==> src/rtl/id_ex_stage_pkg.sv <==
// id_ex_stage_pkg: shared widths, opcodes, instruction fields and ID/EX payload type
package id_ex_stage_pkg;
  localparam int XLEN = 32;
  localparam int RADDR_W = 5;
  localparam logic [2:0] OP_ADD = 3'b000;
  localparam logic [2:0] OP_SUB = 3'b001;
  localparam logic [2:0] OP_SLL = 3'b010;
  localparam logic [2:0] OP_SLT = 3'b011;
  localparam logic [2:0] OP_XOR = 3'b100;
  localparam logic [2:0] OP_SRL = 3'b101;
  localparam logic [2:0] OP_OR  = 3'b110;
  localparam logic [2:0] OP_AND = 3'b111;
  typedef enum logic [1:0] {
    CLS_ALU_REG = 2'b00,
    CLS_ALU_IMM = 2'b01,
    CLS_LOAD    = 2'b10,
    CLS_STORE   = 2'b11
  } cls_e;
  localparam int CLS_HI = 31;
  localparam int CLS_LO = 30;
  localparam int OP_HI  = 29;
  localparam int OP_LO  = 27;
  localparam int RD_HI  = 26;
  localparam int RD_LO  = 22;
  localparam int RS1_HI = 21;
  localparam int RS1_LO = 17;
  localparam int RS2_HI = 16;
  localparam int RS2_LO = 12;
  localparam int IMM_HI = 11;
  localparam int IMM_LO = 0;
  typedef struct packed {
    logic [2:0]         opcode;
    logic [XLEN-1:0]    op_a;
    logic [XLEN-1:0]    op_b;
    logic [RADDR_W-1:0] rd;
    logic               wr_en;
    logic               is_load;
    logic               is_store;
    logic [XLEN-1:0]    store_data;
  } ex_payload_t;
  function automatic logic [XLEN-1:0] sext12(input logic [11:0] imm);
    return {{(XLEN-12){imm[11]}}, imm};
  endfunction
endpackage

==> src/rtl/id_ex_stage_if.sv <==
// id_ex_stage_if: instruction-in and EX-out handshake bundle of the issue stage
interface id_ex_stage_if;
  import id_ex_stage_pkg::*;
  logic               in_valid;
  logic               in_ready;
  logic [31:0]        in_instr;
  logic               ex_valid;
  logic               ex_ready;
  logic [2:0]         ex_opcode;
  logic [XLEN-1:0]    ex_op_a;
  logic [XLEN-1:0]    ex_op_b;
  logic [RADDR_W-1:0] ex_rd;
  logic               ex_wr_en;
  logic               ex_is_load;
  logic               ex_is_store;
  logic [XLEN-1:0]    ex_store_data;
  modport master (
    input  in_valid, in_instr, ex_ready,
    output in_ready, ex_valid, ex_opcode, ex_op_a, ex_op_b, ex_rd,
           ex_wr_en, ex_is_load, ex_is_store, ex_store_data
  );
  modport slave (
    output in_valid, in_instr, ex_ready,
    input  in_ready, ex_valid, ex_opcode, ex_op_a, ex_op_b, ex_rd,
           ex_wr_en, ex_is_load, ex_is_store, ex_store_data
  );
endinterface

==> src/rtl/id_ex_stage_operand_fwd_mux.sv <==
// operand_fwd_mux: picks the freshest value of one source register (MEM > WB > regfile, r0 = 0)
module operand_fwd_mux
  import id_ex_stage_pkg::*;
(
  input  logic [RADDR_W-1:0] rs,
  input  logic [XLEN-1:0]    rf_data,
  input  logic               mem_wr_en,
  input  logic [RADDR_W-1:0] mem_rd,
  input  logic [XLEN-1:0]    mem_data,
  input  logic               wb_wr_en,
  input  logic [RADDR_W-1:0] wb_rd,
  input  logic [XLEN-1:0]    wb_data,
  output logic [XLEN-1:0]    value
);
  // younger producer wins; r0 never forwards
  always_comb value = (rs == '0) ? '0 :
                      (mem_wr_en && mem_rd == rs) ? mem_data :
                      (wb_wr_en && wb_rd == rs) ? wb_data : rf_data;
endmodule

==> src/rtl/id_ex_stage.sv <==
// id_ex_stage: decode, operand forwarding, load-use stall and ID/EX pipeline register
module id_ex_stage
  import id_ex_stage_pkg::*;
(
  input  logic               clk,
  input  logic               rst_n,
  input  logic               flush,
  output logic [RADDR_W-1:0] rf_rs1_addr,
  output logic [RADDR_W-1:0] rf_rs2_addr,
  input  logic [XLEN-1:0]    rf_rs1_data,
  input  logic [XLEN-1:0]    rf_rs2_data,
  input  logic               mem_wr_en,
  input  logic [RADDR_W-1:0] mem_rd,
  input  logic               mem_is_load,
  input  logic [XLEN-1:0]    mem_data,
  input  logic               wb_wr_en,
  input  logic [RADDR_W-1:0] wb_rd,
  input  logic [XLEN-1:0]    wb_data,
  id_ex_stage_if.master      bus
);
  cls_e               cls;
  logic [2:0]         op;
  logic [RADDR_W-1:0] rd, rs1, rs2;
  logic [11:0]        imm;
  logic               rs2_used, haz1, haz2, hazard, adv, take;
  logic [XLEN-1:0]    fwd1, fwd2;
  ex_payload_t        new_payload, payload_d, payload_q;
  logic               ex_valid_d, ex_valid_q;
  // split the instruction word into its fields
  always_comb begin
    cls = cls_e'(bus.in_instr[CLS_HI:CLS_LO]);
    op  = bus.in_instr[OP_HI:OP_LO];
    rd  = bus.in_instr[RD_HI:RD_LO];
    rs1 = bus.in_instr[RS1_HI:RS1_LO];
    rs2 = bus.in_instr[RS2_HI:RS2_LO];
    imm = bus.in_instr[IMM_HI:IMM_LO];
    rs2_used = (cls == CLS_ALU_REG) || (cls == CLS_STORE);
  end
  assign rf_rs1_addr = rs1;
  assign rf_rs2_addr = rs2;
  operand_fwd_mux u_fwd1 (
    .rs(rs1), .rf_data(rf_rs1_data),
    .mem_wr_en(mem_wr_en), .mem_rd(mem_rd), .mem_data(mem_data),
    .wb_wr_en(wb_wr_en), .wb_rd(wb_rd), .wb_data(wb_data),
    .value(fwd1)
  );
  operand_fwd_mux u_fwd2 (
    .rs(rs2), .rf_data(rf_rs2_data),
    .mem_wr_en(mem_wr_en), .mem_rd(mem_rd), .mem_data(mem_data),
    .wb_wr_en(wb_wr_en), .wb_rd(wb_rd), .wb_data(wb_data),
    .value(fwd2)
  );
  // load-use: a load in EX or MEM cannot forward yet, so the consumer must wait
  always_comb begin
    haz1 = (rs1 != '0) &&
           ((ex_valid_q && payload_q.is_load && payload_q.rd == rs1) ||
            (mem_is_load && mem_wr_en && mem_rd == rs1));
    haz2 = rs2_used && (rs2 != '0) &&
           ((ex_valid_q && payload_q.is_load && payload_q.rd == rs2) ||
            (mem_is_load && mem_wr_en && mem_rd == rs2));
    hazard = bus.in_valid && (haz1 || haz2);
    adv = !ex_valid_q || bus.ex_ready;
    take = !flush && adv && bus.in_valid && !hazard;
    bus.in_ready = adv && !hazard && !flush;
  end
  // build the EX payload; memory ops reuse the adder for address generation
  always_comb begin
    new_payload = '0;
    new_payload.opcode = cls[1] ? OP_ADD : op;
    new_payload.op_a = fwd1;
    new_payload.op_b = (cls == CLS_ALU_REG) ? fwd2 : sext12(imm);
    new_payload.rd = rd;
    new_payload.wr_en = (cls != CLS_STORE) && (rd != '0);
    new_payload.is_load = cls == CLS_LOAD;
    new_payload.is_store = cls == CLS_STORE;
    new_payload.store_data = (cls == CLS_STORE) ? fwd2 : '0;
    payload_d = take ? new_payload : payload_q;
    ex_valid_d = flush ? 1'b0 : adv ? take : ex_valid_q;
  end
  // ID/EX register: holds bit-for-bit while EX back-pressures
  always_ff @(posedge clk or negedge rst_n) begin
    if (!rst_n) begin
      payload_q <= '0;
      ex_valid_q <= 1'b0;
    end else begin
      payload_q <= payload_d;
      ex_valid_q <= ex_valid_d;
    end
  end
  assign bus.ex_valid      = ex_valid_q;
  assign bus.ex_opcode     = payload_q.opcode;
  assign bus.ex_op_a       = payload_q.op_a;
  assign bus.ex_op_b       = payload_q.op_b;
  assign bus.ex_rd         = payload_q.rd;
  assign bus.ex_wr_en      = payload_q.wr_en;
  assign bus.ex_is_load    = payload_q.is_load;
  assign bus.ex_is_store   = payload_q.is_store;
  assign bus.ex_store_data = payload_q.store_data;
endmodule

==> src/flat_wrapper.sv <==
// flat-port wrapper written by rule: the top's interface ports become plain ports
module id_ex_stage_flat import id_ex_stage_pkg::*;
  (clk, rst_n, flush, rf_rs1_addr, rf_rs2_addr, rf_rs1_data, rf_rs2_data, mem_wr_en, mem_rd, mem_is_load, mem_data, wb_wr_en, wb_rd, wb_data, bus_in_valid, bus_in_instr, bus_ex_ready, bus_in_ready, bus_ex_valid, bus_ex_opcode, bus_ex_op_a, bus_ex_op_b, bus_ex_rd, bus_ex_wr_en, bus_ex_is_load, bus_ex_is_store, bus_ex_store_data);
  id_ex_stage_if bus_i ();
  input  logic clk;
  input  logic rst_n;
  input  logic flush;
  output logic [RADDR_W-1:0] rf_rs1_addr;
  output logic [RADDR_W-1:0] rf_rs2_addr;
  input  logic [XLEN-1:0] rf_rs1_data;
  input  logic [XLEN-1:0] rf_rs2_data;
  input  logic mem_wr_en;
  input  logic [RADDR_W-1:0] mem_rd;
  input  logic mem_is_load;
  input  logic [XLEN-1:0] mem_data;
  input  logic wb_wr_en;
  input  logic [RADDR_W-1:0] wb_rd;
  input  logic [XLEN-1:0] wb_data;
  input wire logic [$bits(bus_i.in_valid)-1:0] bus_in_valid;
  input wire logic [$bits(bus_i.in_instr)-1:0] bus_in_instr;
  input wire logic [$bits(bus_i.ex_ready)-1:0] bus_ex_ready;
  output wire logic [$bits(bus_i.in_ready)-1:0] bus_in_ready;
  output wire logic [$bits(bus_i.ex_valid)-1:0] bus_ex_valid;
  output wire logic [$bits(bus_i.ex_opcode)-1:0] bus_ex_opcode;
  output wire logic [$bits(bus_i.ex_op_a)-1:0] bus_ex_op_a;
  output wire logic [$bits(bus_i.ex_op_b)-1:0] bus_ex_op_b;
  output wire logic [$bits(bus_i.ex_rd)-1:0] bus_ex_rd;
  output wire logic [$bits(bus_i.ex_wr_en)-1:0] bus_ex_wr_en;
  output wire logic [$bits(bus_i.ex_is_load)-1:0] bus_ex_is_load;
  output wire logic [$bits(bus_i.ex_is_store)-1:0] bus_ex_is_store;
  output wire logic [$bits(bus_i.ex_store_data)-1:0] bus_ex_store_data;
  assign bus_i.in_valid = bus_in_valid;
  assign bus_i.in_instr = bus_in_instr;
  assign bus_i.ex_ready = bus_ex_ready;
  assign bus_in_ready = bus_i.in_ready;
  assign bus_ex_valid = bus_i.ex_valid;
  assign bus_ex_opcode = bus_i.ex_opcode;
  assign bus_ex_op_a = bus_i.ex_op_a;
  assign bus_ex_op_b = bus_i.ex_op_b;
  assign bus_ex_rd = bus_i.ex_rd;
  assign bus_ex_wr_en = bus_i.ex_wr_en;
  assign bus_ex_is_load = bus_i.ex_is_load;
  assign bus_ex_is_store = bus_i.ex_is_store;
  assign bus_ex_store_data = bus_i.ex_store_data;
  id_ex_stage u_core (.clk(clk), .rst_n(rst_n), .flush(flush), .rf_rs1_addr(rf_rs1_addr), .rf_rs2_addr(rf_rs2_addr), .rf_rs1_data(rf_rs1_data), .rf_rs2_data(rf_rs2_data), .mem_wr_en(mem_wr_en), .mem_rd(mem_rd), .mem_is_load(mem_is_load), .mem_data(mem_data), .wb_wr_en(wb_wr_en), .wb_rd(wb_rd), .wb_data(wb_data), .bus(bus_i));
endmodule
==> config.mk <==
export PLATFORM = sky130hd
export DESIGN_NAME = id_ex_stage_flat
export DESIGN_NICKNAME = d
export VERILOG_FILES = /design/src/rtl/id_ex_stage_pkg.sv /design/src/rtl/id_ex_stage_if.sv /design/src/rtl/id_ex_stage_operand_fwd_mux.sv /design/src/rtl/id_ex_stage.sv /design/src/flat_wrapper.sv
export SDC_FILE = /design/constraint.sdc
export NUM_CORES = 1
export LEC_CHECK = 0
export BUFFER_PORTS_ARGS = -buffer_cell sky130_fd_sc_hd__buf_4
export CORE_UTILIZATION = 47
export CTS_CLUSTER_SIZE = 10
export DETAILED_ROUTE_END_ITERATION = 16
export HOLD_SLACK_MARGIN = 0.15
export PLACE_DENSITY_LB_ADDON = 0.2
export SYNTH_ARGS = -nofsm -noshare
export SYNTH_HDL_FRONTEND = slang
export SYNTH_SLANG_ARGS = --single-unit
==> constraint.sdc <==
create_clock -name clk -period 3.4 [get_ports clk]
set_input_delay 0.17 -clock clk [delete_from_list [all_inputs] [get_ports clk]]
set_output_delay 0.17 -clock clk [all_outputs]
set_load 0.005 [all_outputs]
==> out/summary.txt <==
WL/cell - 19.8 um
vias in the first global route - 6511
setup TNS - 0 ns
Sink Count - 108
Slew Limit Headroom - 31.4%
layout cells sized above 1 - 42.5%
post-DP HPWL - 15.7 mm
f_max - 0.409 GHz
Max VDD drop - 0.000252 V
Critical Path Start Type - input pin
CTS tree - yes
critical path type - in -> reg
Avg Inst Size Synth - 9.43 um^2
Clock Latency Late Sink - 0.35 ns
CTS Buf Count - 9
PwrDens - 417 nW/um^2
Fin Hold WS - 0.165 ns
Worst EP required - 3.63 ns
Worst R2R Setup Slack - 1.26 ns
Mapped Nets - 879
Post-synth EDFFs - 0
YS warnings - 0
layout net count - 1135
largest area contributor in the netlist - dfrtp_1
worst-margin pin slew - 1.03 ns
first-pass GRT wire length - 34.7 mm
Final GP Congestion - 0.856
Min-Delay Path Class - in -> reg
DR vias/cell - 5.77
Root Buffer - clkbuf_16
crit path DAT - 2.68 ns
Fill cells - 1107
top post-synthesis cells by count - dfrtp_1 (108), mux2_2 (77), nand2_1 (70)
Register Area - 2700 um^2
PostCTS Resize Cnt - 0
Synth top area share - 41.1%
IO Count - 297
antenna violations before repair - 0
unrepaired setup endpoints after global routing - false
Pre-Repair DR Iteration Count - 5
Routed Antenna Nets - 0
status - complete, no violations
Die X - 120 um
cell with the most instances after synthesis - dfrtp_1
Final setup viols - 0
Multi-input gate area - 3480 um^2
Initial Util - 48.9%
die area - 14500 um^2
Final Critical Period - 2.45 ns
Worst-path clk slew - 0.07 ns
Finished Core Util - 68.1%
Worst Setup End Kind - flip-flop
All-Layer GR Usage - 31.1%
pin count of the biggest net entering global routing - 67
I/O Buffers - 296
design area - 9160 um^2
die extent in y - 120 um
Slew Limit Fails - 0
gr ovfl total - 0
MaxCap Viol Count - 0
final hold violations - 0
Starting DRT DRC Count - 476
dpl cell area - 8800 um^2
post-synthesis sequential area ratio - 41.1%
Distinct cells, synth - 38
routed vias - 6543
Core Rows - 42
Synth Instances - 698
Yosys reg bits - 108
Leak Pwr - 0.00428 uW
ys flop type - dfrtp_1
worst-case clock buffer depth - 2
most area-consuming cells after synthesis - dfrtp_1 (41%), mux2_2 (13%), mux2_1 (5.1%), nand2_1 (4.0%), nor2_1 (3.8%)
total core area - 13500 um^2
Worst Skew - 0.00687 ns
area delta synth->final - 39.2%
ys async rst share - 100%
fin crit share - 72.0%
CP Max Fanout - 66
synthesized area - 6580 um^2
DRT Wirelength - 22.4 mm
DRC - 0
H-Tree Depth - 3
antenna cells - 0
==> registers in the layout, indices dropped and copies added, names as in the netlist <==
register / flops
u_core.bus.ex_wr_en: 1
u_core.bus.ex_opcode: 3
u_core.bus.ex_rd: 5
u_core.bus.ex_op_b: 32
u_core.bus.ex_op_a: 32
u_core.bus.ex_is_load: 1
u_core.bus.ex_is_store: 1
u_core.bus.ex_store_data: 32
u_core.bus.ex_valid: 1
==> cell usage in the layout, fill, tap and decap left out, types with 4 or more instances in the layout <==
cell,n
nand3_1,36
xnor2_1,25
clkbuf_16,9
xor2_1,4
dlygate4sd3_1,8
nor2b_1,4
mux2_2,77
nor2_1,65
mux2_1,30
buf_4,304
o32ai_1,12
o21ai_0,33
nand2_1,70
nor3_1,34
inv_1,16
o31ai_1,21
dfrtp_1,108
a31oi_1,32
a211oi_1,32
==> through the flow <==
stage	power, uW	setup slack, ns	cells
2_1_floorplan	2110	1.12	698
3_3_place_gp	2790	0.672	1111
3_5_place_dp	2810	0.621	1111
4_1_cts	3850	0.988	1133
5_1_grt	4000	0.874	1133
6_report	3820	0.954	1133
==> critical path, stage by stage <==
cell and delay (ns):
buf_4 0.13, or4_1 0.54, or2_4 0.39, nor4b_4 0.19
nor3_2 0.22, and3_4 0.25, buf_12 0.30, mux2_2 0.39
==> final timing paths <==
path	from	end	cells after the start
setup reg to reg	u_core.bus.ex_rd[2]	u_core.bus.ex_op_b[14]	7
hold / removal	bus_in_instr[28]	u_core.bus.ex_opcode[1]	3
hold reg to reg	u_core.bus.ex_op_a[9]	u_core.bus.ex_op_a[9]	1
max in group asynchronous	rst_n	u_core.bus.ex_op_a[24]	3
setup / recovery	bus_in_instr[18]	u_core.bus.ex_op_b[14]	8
min in group asynchronous	rst_n	u_core.bus.ex_store_data[18]	2
==> cell families (layout without fill, tap and decap cells) <==
kind of cell             after synthesis  in the layout  share of synthesized area [%]
flip-flops                           108            108                           41.1
adder cells (fa/ha/maj)                3              3                          0.571
multiplexers                         107            107                           18.3
buffers and inverters                 86            345                           6.69
XOR/XNOR                              30             30                           3.99
AND/OR/NAND/NOR                      227            227                           15.5
AO/OA/AOI/OAI                        137            137                           13.9
==> power breakdown <==
group	leakage, uW	switching (uW)	internal (uW)
clock	0.000135	460	562
combinational	0.00280	467	683
sequential	0.00134	146	1510
==> timing repair <==
| item | 4_1_cts | 5_1_grt |
|---|---|---|
| buffers inserted | 0 | 0 |
| hold buffers | 8 | 0 |
| endpoints found under the hold margin | 57 | 0 |
==> per-layer routing <==
metal / global-route usage (%) / share of wire, % / up-vias
li1: - / - / 3008
met1: 40.8 / 41 / 3131
met2: 50.7 / 48 / 353
met3: 4.95 / 7.6 / 51
met4: 14.1 / 3.5 / 0
met5: 0 / 0 / -
==> layout make-up <==
class                           instances  share of cell area, %
Inverter                               16                  0.656
Clock inverter                          3                  0.437
Sequential cell                       108                   29.5
Multi-Input combinational cell        504                   38.0
Timing Repair Buffer                  315                   26.5
Tap cell                              176                   2.40
Clock buffer                           11                   2.54
No activity file was read; power rests on OpenSTA's default activity.
